### src/rtl/m_ucode_wloader.sv
// Boot-time microcode loader: packs a byte stream into 48-bit words, writes them
// to consecutive EBR addresses, then verifies a trailing 8-bit checksum.
module m_ucode_wloader #(
  parameter int unsigned NWORDS = 256
) (
  input  logic        clk,
  input  logic        rst_n,
  input  logic        start,
  input  logic        in_valid,
  input  logic [7:0]  in_data,
  output logic        in_ready,
  output logic [7:0]  waddr,
  output logic [47:0] wdata,
  output logic        we,
  output logic        busy,
  output logic        done,
  output logic        err
);

  localparam logic [2:0] S_IDLE    = 3'd0;
  localparam logic [2:0] S_COLLECT = 3'd1;
  localparam logic [2:0] S_WRITE   = 3'd2;
  localparam logic [2:0] S_CHECK   = 3'd3;
  localparam logic [2:0] S_DONE    = 3'd4;
  localparam logic [2:0] S_ERR     = 3'd5;

  localparam logic [7:0] LAST_ADDR = 8'(NWORDS - 1);

  logic [2:0]  state_q, state_d;
  logic [7:0]  waddr_q, waddr_d;
  logic [47:0] wdata_q, wdata_d;
  logic [2:0]  idx_q,   idx_d;
  logic [7:0]  sum_q,   sum_d;

  always_comb begin
    state_d = state_q;
    waddr_d = waddr_q;
    wdata_d = wdata_q;
    idx_d   = idx_q;
    sum_d   = sum_q;
    case (state_q)
      S_IDLE, S_DONE, S_ERR: begin
        if (start) begin
          state_d = S_COLLECT;
          waddr_d = '0;
          wdata_d = '0;
          idx_d   = '0;
          sum_d   = '0;
        end
      end
      S_COLLECT: begin
        if (in_valid) begin
          // Little-endian packing: byte index i lands in wdata[8i+7:8i].
          for (int unsigned i = 0; i < 6; i++) begin
            if (idx_q == 3'(i)) wdata_d[8*i +: 8] = in_data;
          end
          sum_d = sum_q + in_data;
          if (idx_q == 3'd5) begin
            idx_d   = '0;
            state_d = S_WRITE;
          end else begin
            idx_d = idx_q + 3'd1;
          end
        end
      end
      S_WRITE: begin
        if (waddr_q == LAST_ADDR) begin
          state_d = S_CHECK;
        end else begin
          waddr_d = waddr_q + 8'd1;
          state_d = S_COLLECT;
        end
      end
      S_CHECK: begin
        if (in_valid) state_d = (in_data == sum_q) ? S_DONE : S_ERR;
      end
      default: state_d = S_IDLE;
    endcase
  end

  always_ff @(posedge clk or negedge rst_n) begin
    if (!rst_n) begin
      state_q <= S_IDLE;
      waddr_q <= '0;
      wdata_q <= '0;
      idx_q   <= '0;
      sum_q   <= '0;
    end else begin
      state_q <= state_d;
      waddr_q <= waddr_d;
      wdata_q <= wdata_d;
      idx_q   <= idx_d;
      sum_q   <= sum_d;
    end
  end

  // Control outputs are pure decodes of the state register, so no input reaches them.
  assign in_ready = (state_q == S_COLLECT) || (state_q == S_CHECK);
  assign we       = (state_q == S_WRITE);
  assign busy     = (state_q == S_COLLECT) || (state_q == S_WRITE) || (state_q == S_CHECK);
  assign done     = (state_q == S_DONE);
  assign err      = (state_q == S_ERR);
  assign waddr    = waddr_q;
  assign wdata    = wdata_q;

endmodule
### config.mk
export PLATFORM = sky130hd
export DESIGN_NAME = m_ucode_wloader
export DESIGN_NICKNAME = d
export VERILOG_FILES = /design/src/rtl/m_ucode_wloader.sv
export SDC_FILE = /design/constraint.sdc
export NUM_CORES = 1
export LEC_CHECK = 0
export BUFFER_PORTS_ARGS = -buffer_cell sky130_fd_sc_hd__buf_4
export CORE_MARGIN = 1.5
export CORE_UTILIZATION = 34
export CTS_CLUSTER_SIZE = 24
export DETAILED_ROUTE_END_ITERATION = 16
export SYNTH_ARGS = -nofsm -noshare
export SYNTH_HDL_FRONTEND = slang
export SYNTH_SLANG_ARGS = --single-unit
export TNS_END_PERCENT = 1
### constraint.sdc
create_clock -name clk -period 4.68 [get_ports clk]
set_clock_uncertainty 0.2 [all_clocks]
set_input_delay 0.468 -clock clk [delete_from_list [all_inputs] [get_ports clk]]
set_output_delay 0.468 -clock clk [all_outputs]
set_load 0.05 [all_outputs]
# == Word-level counts from Yosys, hierarchy flattened ==
# Cells that the tools add are included.
# word_totals
reg_bits,70
in_bits,12
out_inout_bits,61
word_cells,77
# op_classes
addsub,3
n_eq_ne,22
mux,25
n_reduce_logical,17
# op_table
operator,count
48-bit two-way mux,2
48-bit case mux with 2 select lines,1
8-bit two-way mux,9
8-bit case mux with 2 select lines,2
4-bit AND reduction,7
3-bit two-way mux,7
2-bit != test (second input constant),10
3-bit by 2-bit equality test with 1-bit output (second input constant),4
3-bit equality test (second input constant),4
3-bit case mux with 4 select lines,1
8-bit by 1-bit adder with 8-bit output (second input constant),1
8-bit adder,1
8-bit equality test,1
8-bit equality test (second input constant),1
3-bit by 1-bit equality test with 1-bit output (second input constant),2
3-bit logical NOT,2
3-bit case mux with 2 select lines,1
3-bit AND reduction,2
2-bit nonzero test,2
3-bit by 1-bit adder with 3-bit output (second input constant),1
1-bit logical OR,3
3-bit OR reduction,1
2-bit two-way mux,1
1-bit two-way mux,1

# == Depth between registers and ports, before layout ==
# depth
depth_word,4
mapped_depth,7
mapped_depth_nobuf,7

# == Least setup slack after synthesis ==
# Ideal clock, no wire load.
# synth_path
kind,register to output
start,reg state_q[1]
end,out err
t_arrival_ps,1865
required_ps,4012
path_slack_ps,2147
stages_incl_launch_ff,4
path_buffers,2
path_cell_list,dfrtp_1 -> buf_2 -> clkbuf_1 -> nor3b_1
# synth_between
elab_chain_len,1
# synth_lines
item,line,text
start: declaration,29,"logic [2:0] state_q, state_d;"
start signal: assignment,89,state_q <= state_d;
3-bit equality test,102,assign err = (state_q == S_ERR);
end: declaration,17,output logic err
# No other way between the ends.

# == Final worst setup path ==
# layout_path
start,reg state_q[1]
end,"reg wdata_q[44], in the netlist wdata[44]"
# layout_between
elab_chain_len,4
word_cells_on_any_way,11
cone_classes,6 x eq/ne; 1 x mux; 4 x reduce/logical
# layout_lines
item,line,text
3-bit equality test / 3-bit logical NOT (equally long branches),41,case (state_q)
3-bit OR reduction,41,
2-bit != test (no line) / 2-bit nonzero test (equally long branches),-,
4-bit AND reduction (no line),-,
end signal: assignment,91,wdata_q <= wdata_d;
end: declaration,31,"logic [47:0] wdata_q, wdata_d;"
# Parallel ways exist; a longest one is shown, timed or not.
# A chain may end at the register's enable or synchronous reset.

==> reports/qor.yml <==
outcome: "completed"
peakVddDrop_uv: 414.0
cts_tree: "yes"
grt_pass1_wl_um: 12620
grt_overflow: 0
hp-class: "in2async"
grt_pass1_vias: 2423
clk_pin_slew_ps: 80
crit_required_ps: 4720
ios: 73
yosysTopAreaCell: "dfrtp_1"
vias_per_cell: 4.966
critical_path_arrival_ps: 2710
numCtsBuffers: 9
hold_violations: 0
top_layer: "met4"
r2r_cells: 4
cp-start-kind: "register"
hold_buffers: 0
drv_slew: 0
drtAntennaViolNets: 0
instances_no_fill: 475
setup.worst_path.end_class: "register"
path_class: "reg2reg"
fin_crit_ps: 2670
post-route-drc-count: 0
syn_inst: 262
crit_start: "state_q[1]$_DFFE_PN0P_"
r2r_slack_ps: 2010
antenna_found_initial: 0
rows: 35
timing.rr.end: "wdata[44]$_DFFE_PN0P_"
synth_edf_count: 0
setup_slack_ps: 2010
grt_max_degree: 71
drive_gt1_share_pct: 41.33
dr_wl_met3_um: 458
synth_top_area_share_pct: 53.31
placedCellCount: 459
place_hpwl_um: 5371
rr_startpoint: "state_q[1]$_DFFE_PN0P_"
clock_sinks: 70
core-area_sq_um: 9284
syn2layout_area_growth_pct: 26.05
rsz0062_at_grt: "no"
root_buffer: "clkbuf_8"
num_antenna_cells: 0
ctsResizeCount: 0
max_freq_mhz: 374.6
synth_seq_area_share_pct: 53.31
die_h_um: 101.3
synth.avg_cell_area_sq_um: 12.54
initialDrtViolationCount: 72
maxCapViolCount: 0
wire_per_inst_um: 16.00
setup-violations-final: 0
routed_wl_um: 7601
cp_max_fo: 19
die_area_sq_um: 10260
yosys_warnings: 0
finalCritPeriodShare_pct: 57.05
yosys-top-cells-count: "70 x dfrtp_1, 46 x mux2_2, 13 x a21oi_1, 11 x nor2_1, 11 x o21ai_0"
clk_latency_ps: 350
relSlewSlack_pct: 36.85
start_util_pct: 35.39
final_util_pct: 44.61
syn-num-nets: 284
h-tree-depth: 3
synth.area.top_cells: "dfrtp_1 53%, mux2_2 16%, ha_1 3.4%, a21oi_1 2.0%, a21oi_4 2.0%"
clk_path_buf_depth: 2
synth_most_common_cell: "dfrtp_1"
die_x_um: 101.3
gp_congestion: 0.8374
stdcell_area_sq_um: 4141
p_per_area_nw_per_um2: 791.6
met2_length_um: 3502
synth_area_sq_um: 3286
synth_top_flop_cell: "dfrtp_1"
io_buffers: 72
pre_cts_slack_ps: 1982
fin_setup_tns_ps: 0
async_flop_share_pct: 100.0
cts_setup_buffers: 0
firstDrtPassIters: 4
crit_end: "wdata[44]$_DFFE_PN0P_"
fillCellCount: 896
tightest_slew_ps: 945.2
synth-seq-cells: 70
leakage_uw: 0.001956
track_usage_pct: 16.18
ys_types: 47
placed_area_sq_um: 3966
nets: 363
wl_met1_um: 3547
vias: 2359
-- kinds of logic (layout without fill, tap and decap cells) --
kind of cell | after synthesis | in the layout | synth area share [%]
and+or+nand+nor | 57 | 57 | 9.444
AOI/OAI and AO/OA | 54 | 54 | 12.41
adders and majority gates | 10 | 10 | 4.037
muxes | 51 | 51 | 17.40
buffers and inverters | 14 | 98 | 1.790
xor gates and xnor gates | 6 | 6 | 1.600
DFF | 70 | 70 | 53.31
-- stage by stage --
step           total power (uW)  hold WS (ps)
2_1_floorplan              2336        -27.59
3_3_place_gp               2839         275.8
3_5_place_dp               2863         286.5
4_1_cts                    3314         70.46
5_1_grt                    3484         108.4
6_report                   3278         23.78
-- state kept, by name, indices dropped and copies added (netlist names) --
register	cells
sum_q	8
waddr	8
wdata	48
idx_q	3
state_q	3
-- worst max-delay path, stage by stage, from the launching register on --
cell     delay, ps
dfrtp_1        710
nor3b_1        280
o31a_2         220
nor3_2         710
mux2_2         420
-- layout by cell type (no fill, tap or decap), drive strengths merged, types with 2 or more instances in the layout --
| cell | netlist | final |
|---|---|---|
| mux2 | 49 | 49 |
| nor3 | 6 | 6 |
| nor3b | 2 | 2 |
| nand2 | 10 | 10 |
| xnor2 | 3 | 3 |
| buf | 3 | 72 |
| o311ai | 2 | 2 |
| xor2 | 3 | 3 |
| a21o | 2 | 2 |
| inv | 9 | 10 |
| mux2i | 2 | 2 |
| o31ai | 2 | 2 |
| a211oi | 2 | 2 |
| a21oi | 17 | 17 |
| a41oi | 3 | 3 |
| nand2b | 2 | 2 |
| clkinv | 1 | 5 |
| clkbuf | 1 | 10 |
| o21ai | 11 | 11 |
| a22o | 6 | 6 |
| nand3 | 8 | 8 |
| and2 | 8 | 8 |
| a31oi | 2 | 2 |
| or3 | 4 | 4 |
| ha | 9 | 9 |
| a32o | 2 | 2 |
| nor2 | 12 | 12 |
| dfrtp | 70 | 70 |
-- layer usage --
layer  vias up  global-route usage (%)
met2        60                   25.30
met1      1159                   21.23
met3        12                   5.521
met4         0                   5.128
met5         -                       0
li1       1128                       -
-- how the worst min path moves through the flow --
stage                                     from                     end  slack [ps]  cells past startpoint
after CTS                                rst_n  state_q[0]$_DFFE_PN0P_          70                      1
after global routing                     rst_n  state_q[0]$_DFFE_PN0P_         110                      1
after detailed placement  sum_q[2]$_DFFE_PN0P_    sum_q[2]$_DFFE_PN0P_         290                      2
after global placement    sum_q[2]$_DFFE_PN0P_    sum_q[2]$_DFFE_PN0P_         280                      2
after floorplan                          rst_n    idx_q[0]$_DFFE_PN0P_         -30                      0
final                                    rst_n    waddr[6]$_DFFE_PN0P_          20                      1
-- layout make-up --
type / instances / area (sq um) / area share [%]
Sequential cell: 70 / 1752 / 42.30
Multi-Input combinational cell: 178 / 1475 / 35.62
Timing Repair Buffer: 72 / 540.5 / 13.05
Tap cell: 129 / 161.4 / 3.897
Clock buffer: 10 / 127.6 / 3.082
Clock inverter: 6 / 47.55 / 1.148
Inverter: 10 / 37.54 / 0.9063
-- report_power, final --
part | total [uW] | switching (uW) | internal [uW]
combinational | 1860 | 1190 | 665
sequential | 978 | 156 | 823
clock | 442 | 246 | 196
total | 3280 | 1600 | 1680
Note: power is estimated with default switching activity, not from simulation.
